## config.mk

```make
export PLATFORM = sky130hd
export DESIGN_NAME = slow_down_counter
export DESIGN_NICKNAME = d
export VERILOG_FILES = /design/src/rtl/slow_down_counter.sv
export SDC_FILE = /design/constraint.sdc
export NUM_CORES = 1
export LEC_CHECK = 0
export CORE_UTILIZATION = 38
export CTS_CLUSTER_DIAMETER = 40
export CTS_CLUSTER_SIZE = 16
export DETAILED_ROUTE_END_ITERATION = 7
export PLACE_DENSITY = 0.64
export SLEW_MARGIN = 25
export SYNTH_ARGS = -nofsm -noshare
export SYNTH_HDL_FRONTEND = slang
export SYNTH_SLANG_ARGS = --single-unit
```

## constraint.sdc

```tcl
create_clock -name clk -period 2.1 [get_ports clk]
set_input_delay 0.42 -clock clk [delete_from_list [all_inputs] [get_ports clk]]
set_output_delay 0.42 -clock clk [all_outputs]
set_load 0.05 [all_outputs]
```

## src/rtl/slow_down_counter.sv

```systemverilog
// ---------------------------------------------------------------------------
// slow_down_counter
// Loadable down-counter that decrements once per prescaler tick. It has a
// small IDLE/RUN/PAUSE/DONE state machine and an optional wrap mode.
//
// Parameters
//   clk_half_period : clock half period in ns; prescaler length is
//                     cycles = 50_000 / clk_half_period (>= 1)
//   N               : width of the count output Q
//   WRAP            : 0 = stop at zero in DONE, 1 = wrap 0 -> 2^N-1 and run on
//
// Ports
//   clk        in   system clock, all logic on posedge
//   rst        in   synchronous active-high reset
//   load       in   one-cycle load strobe
//   load_value in   [N] value copied into Q on load
//   enable     in   level: 1 = count, 0 = pause
//   Q          out  [N] current count (registered)
//   zero       out  registered, high whenever Q == 0
//   done       out  registered one-cycle pulse when Q reaches 0 by decrement
//   running    out  registered, high in state RUN only
// ---------------------------------------------------------------------------
module slow_down_counter #(
   parameter int unsigned clk_half_period = 10,
   parameter int unsigned N               = 2,
   parameter int unsigned WRAP            = 0
) (
   input  logic         clk,
   input  logic         rst,
   input  logic         load,
   input  logic [N-1:0] load_value,
   input  logic         enable,
   output logic [N-1:0] Q,
   output logic         zero,
   output logic         done,
   output logic         running
);

   localparam int unsigned CYCLES = 50_000 / clk_half_period;
   localparam int unsigned PW     = (CYCLES > 1) ? $clog2(CYCLES) : 1;

   localparam logic [PW-1:0] PRESC_RELOAD = PW'(CYCLES - 1);
   localparam logic [PW-1:0] PRESC_ONE    = PW'(1);
   localparam logic [N-1:0]  Q_ONE        = N'(1);

   typedef enum logic [1:0] {
      IDLE  = 2'd0,
      RUN   = 2'd1,
      PAUSE = 2'd2,
      DONE  = 2'd3
   } state_t;

   state_t        state;
   state_t        next_state;
   logic [PW-1:0] presc;
   logic [PW-1:0] presc_next;
   logic [N-1:0]  q_next;
   logic          done_next;
   logic          count_en;
   logic          tick;
   logic          last_step;

   // The prescaler advances on every cycle where counting is enabled and no
   // load is pending. A PAUSE cycle with enable=1 is the resume edge and
   // counts like a RUN cycle, so a pause neither loses nor adds cycles.
   assign count_en  = ((state == RUN) || (state == PAUSE)) && enable && !load;
   assign tick      = count_en && (presc == '0);
   assign last_step = tick && (Q == Q_ONE);

   // State register
   always_ff @(posedge clk) begin
      if (rst) begin
         state <= IDLE;
      end else begin
         state <= next_state;
      end
   end

   // Next-state logic; load overrides everything except reset
   always_comb begin
      next_state = state;
      if (load) begin
         if ((load_value == '0) && (WRAP == 0)) begin
            next_state = DONE;
         end else if (enable) begin
            next_state = RUN;
         end else begin
            next_state = PAUSE;
         end
      end else begin
         case (state)
            IDLE: next_state = IDLE;
            RUN: begin
               if (!enable) begin
                  next_state = PAUSE;
               end else if (last_step && (WRAP == 0)) begin
                  next_state = DONE;
               end
            end
            PAUSE: begin
               if (enable) begin
                  if (last_step && (WRAP == 0)) begin
                     next_state = DONE;
                  end else begin
                     next_state = RUN;
                  end
               end
            end
            DONE:    next_state = DONE;
            default: next_state = IDLE;
         endcase
      end
   end

   // Next values for count, prescaler and done pulse
   always_comb begin
      q_next     = Q;
      presc_next = presc;
      done_next  = 1'b0;
      if (load) begin
         q_next     = load_value;
         presc_next = PRESC_RELOAD;
      end else if (count_en) begin
         if (tick) begin
            presc_next = PRESC_RELOAD;
            q_next     = Q - Q_ONE;
            done_next  = last_step;
         end else begin
            presc_next = presc - PRESC_ONE;
         end
      end
   end

   // Datapath and output registers
   always_ff @(posedge clk) begin
      if (rst) begin
         presc   <= PRESC_RELOAD;
         Q       <= '0;
         zero    <= 1'b1;
         done    <= 1'b0;
         running <= 1'b0;
      end else begin
         presc   <= presc_next;
         Q       <= q_next;
         zero    <= (q_next == '0);
         done    <= done_next;
         running <= (next_state == RUN);
      end
   end

endmodule
```

# Word-level counts from Yosys, hierarchy flattened
# Index checks and enable logic that the tools add are counted.
# classes
n_addsub,2
n_eq_ne,5
muxes,12
n_bitwise,2
n_reduce_logical,12
# ops
cell,n
2-bit two-way mux,10
13-bit zero test,1
13-bit two-way mux,1
13-bit by 1-bit subtractor with 13-bit output (second input constant),1
2-bit one-hot mux with 4 select lines,1
2-bit by 1-bit == test with 1-bit output (second input constant),3
2-bit zero test,3
2-bit == test (second input constant),2
1-bit logical AND,4
4-bit OR reduction,1
1-bit inverter,2
2-bit OR reduction,1
2-bit by 1-bit subtractor with 2-bit output (second input constant),1
1-bit zero test,1
1-bit logical OR,1
# word_totals
ff_bits,20
in_bits,6
word_cells,39

# Depth between registers and ports, before layout
# logic_depth
depth_word,11
depth_mapped,7
ltp_nobuf,6

# Worst setup path after synthesis
# No wires, ideal clock.
# synth_timing
path_kind,reg-to-reg
start,register state[0]
end,register presc[11]
setup_ns,0.070
t_arrival_ns,1.891
t_required_ns,2.030
setup_slack_ns,0.139
stages_incl_launch_ff,7
period_less_slack_ns,1.961
path_cell_list,dfxtp_1 > inv_1 > ha_1 > nand4bb_1 > or3_1 > or4_1 > a21oi_1
# synth_between
elab_chain_len,6
elab_cells_between_ends,7
# synth_lines
element,line,rtl
"start, declared",53,state_t state;
"start signal, assigned",75,state <= next_state;
2-bit by 1-bit == test with 1-bit output or 2-bit == test (tied branches),66,assign count_en = ((state == RUN) || (state == PAUSE)) && enable && !load;
1-bit logical OR *,66,
1-bit logical AND * (2 in series),66,
1-bit logical AND,67,assign tick = count_en && (presc == '0);
13-bit two-way mux,124,if (tick) begin
"end signal, assigned",143,presc <= presc_next;
"end, declared",55,logic [PW-1:0] presc;
# Mark *: on every way between the ends. The rest lies on a longest branch, timed or not.
# A chain may end at the register's enable or synchronous reset.

# Worst setup path in the final report
# Same ends and word-level chain as after synthesis.

==> summary.txt <==
Run status
  – Status: complete, no violations

Routing
  – Wirelength per Cell: 13.5 um
  – Final ANT Viol Nets: 0
  – Vias post-DR: 969
  – DRT Pass-1 Iters: 4
  – Remaining routing DRC violations: 0
  – Final wirelength: 2370 um
  – Vias per std cell: 5.51
  – First-iteration detailed-routing DRC count: 36

Global routing
  – Initial antenna violation count: 0
  – GRT Total Usage: 0.188
  – Largest net degree at the start of global routing: 15
  – Vias in the first global route: 947
  – GR Overflow Total: 0
  – First-pass GRT wire length: 3970 um

Power
  – Lkg Pwr: 0.527 nW
  – Max VDD drop: 0.353 mV
  – Power Dens Cells: 543 mW/mm^2

STA
  – Final setup vio count: 0
  – Final Hold Viols: 0
  – Max-slew violations: 0
  – Fin worst setup slack: 120 ps
  – Clock skew: 1.96 ps
  – Period utilisation layout: 0.943
  – Worst slew margin: 0.592
  – Worst Tran Pin Value: 607 ps
  – Minimum hold slack: 493 ps
  – RSZ-0062 raised after global routing: false
  – Fmax: 505 MHz
  – Period minus WS final: 1980 ps
  – Setup TNS: 0 ps

Final layout
  – Share of cells above drive strength 1: 0.164
  – Finished Layout Cells: 176
  – Most frequent cells in the layout: dfxtp_1, buf_4, clkdlybuf4s50_1
  – Filler Cells Inserted: 252
  – Register area: 400 um^2
  – Multi-input gate area: 638 um^2
  – Fin nets: 160
  – Area Growth Syn to Fin: 26.9%
  – N_diodes: 0
  – Final Cell Area: 0.00135 mm^2
  – Commonest non-fill, non-tap cell in the layout: dfxtp_1

Place
  – Post-placement setup slack: -142 ps
  – Placed cells: 172
  – Post-DP HPWL: 1860 um
  – Placer congestion estimate: 0.778
  – I/O Buffers: 10
  – Area after DPL: 0.00129 mm^2

Critical path
  – Endpoint type of the worst setup path: flop
  – Crit-path max cell delay: 490 ps
  – WS Path Type: reg -> reg
  – Critical path's slowest cell: or4_1
  – Nature of the critical path startpoint: flop
  – Data required, critical path: 2340 ps
  – Arr. time, crit path: 2220 ps
  – Crit-path cells: inv_1 > ha_4 > nand4bb_1 > or3_1 > or4_1 > a21oi_1
  – Worst Path Max Fanout: 4

Hold path
  – Hold WC Path Type: reg -> reg

Die
  – CORE AREA: 0.00257 mm^2
  – DIE AREA: 0.00301 mm^2
  – Starting Density: 0.414
  – Die Wd: 54.9 um
  – Site Rows: 18
  – DIE HEIGHT: 54.9 um
  – Top Ports: 11

Clock network
  – Clk buf depth: 2
  – CTS Root Cell: clkbuf_4
  – CTS Buf Count: 3
  – CTS H-tree lvls: 1
  – CTS tree: yes
  – Clk pin slew, worst setup/hold paths: 110 ps
  – Setup Fix Bufs, Post-CTS: 0
  – Post-CTS Hold Buffers: 0
  – Clk_lat worst skew: 300 ps
  – CTS resizes: 0
  – Clk sink count: 20

Yosys
  – Number of synthesized register bits: 20
  – Syn Area/Cell: 8.78 um^2
  – Cells after synthesis: 121
  – Syn nets: 134
  – Synthesis Warnings: 0
  – Synth cell types: 39
  – Post-Syn Area: 0.00106 mm^2
  – Register area share after synthesis: 0.377

Run
  – Max_cap viols: 0
## flip-flops by register name (all words and copies together) (netlist names)
name	flops
presc	13
zero	1
running	1
done	1
Q	2
state	2
## area by class of cell
cell class	instances	area share
sequential	20	0.297
multi-input combinational	90	0.474
inverter	8	0.0223
tap	30	0.0279
timing repair buffer	24	0.152
clock buffer	4	0.0269
## layer usage
metal / GRT usage / vias to the layer above / routed length (um) / share of wire
li1: - / 491 / - / -
met1: 0.223 / 459 / 1090 / 0.46
met2: 0.333 / 17 / 1190 / 0.50
met3: 0.0500 / 2 / 79 / 0.033
met4: 0.0385 / 0 / 10 / 0.0042
met5: 0 / - / 0 / 0
## path summary, 6_finish.rpt
kind	endpoint	from	slack [ps]	cells past startpoint
max reg2reg	presc[11]	state[0]	120	6
max	presc[11]	state[0]	120	6
min reg2reg	presc[1]	presc[1]	490	2
min	presc[1]	presc[1]	490	2
## cell usage after synthesis (all sizes together)
master	count	area [um^2]
and4	1	8.76
dfxtp	20	400
inv	8	30.0
nor3	1	5.00
nand4	2	12.5
nand2	9	33.8
o21bai	1	7.51
nor3b	3	22.5
nor4	5	31.3
and3b	1	8.76
or4	3	26.3
mux2i	1	10.0
a32oi	1	8.76
nor4bb	1	10.0
clkbuf	3	11.3
o21a	1	7.51
o31ai	1	7.51
a222oi	1	10.0
nand3	4	20.0
nand3b	1	7.51
a211oi	1	7.51
xor2	5	43.8
nand2b	1	6.26
o311ai	2	17.5
ha	7	87.6
or3	6	42.5
or2	1	6.26
o21ai	6	30.0
nand4bb	1	11.3
o211ai	1	7.51
nor2	7	26.3
a21bo	1	10.0
a21oi	7	35.0
and2	1	6.26
and3	2	12.5
xnor2	3	26.3
nor2b	1	6.26
## stage by stage
step	total power, mW	util
after floorplan	0.465	-
final	0.732	0.525
after global routing	0.763	0.525
after detailed placement	0.511	0.504
after CTS	0.737	0.518
after global placement	0.509	0.504
## power by group
part	leakage [nW]	internal, mW	switching [mW]
registers	0.163	0.388	0.00466
clock network	0.0210	0.106	0.117
logic	0.343	0.0512	0.0648
## worst max-delay path: cells and delay by family (launching register included)
kind                     cells  cell delay, ps
AO/OA/AOI/OAI                1             160
adder cells (fa/ha/maj)      1             290
buffers and inverters        1              90
flip-flops                   1             350
AND/OR/NAND/NOR              3            1030
## cells by family after synthesis
group | synth area share
xor+xnor | 0.0660
compound gates | 0.140
buf+inv | 0.0389
fa+ha+maj | 0.0824
simple gates | 0.286
flops | 0.377
mux | 0.00942
(Power assumes the default switching activity.)
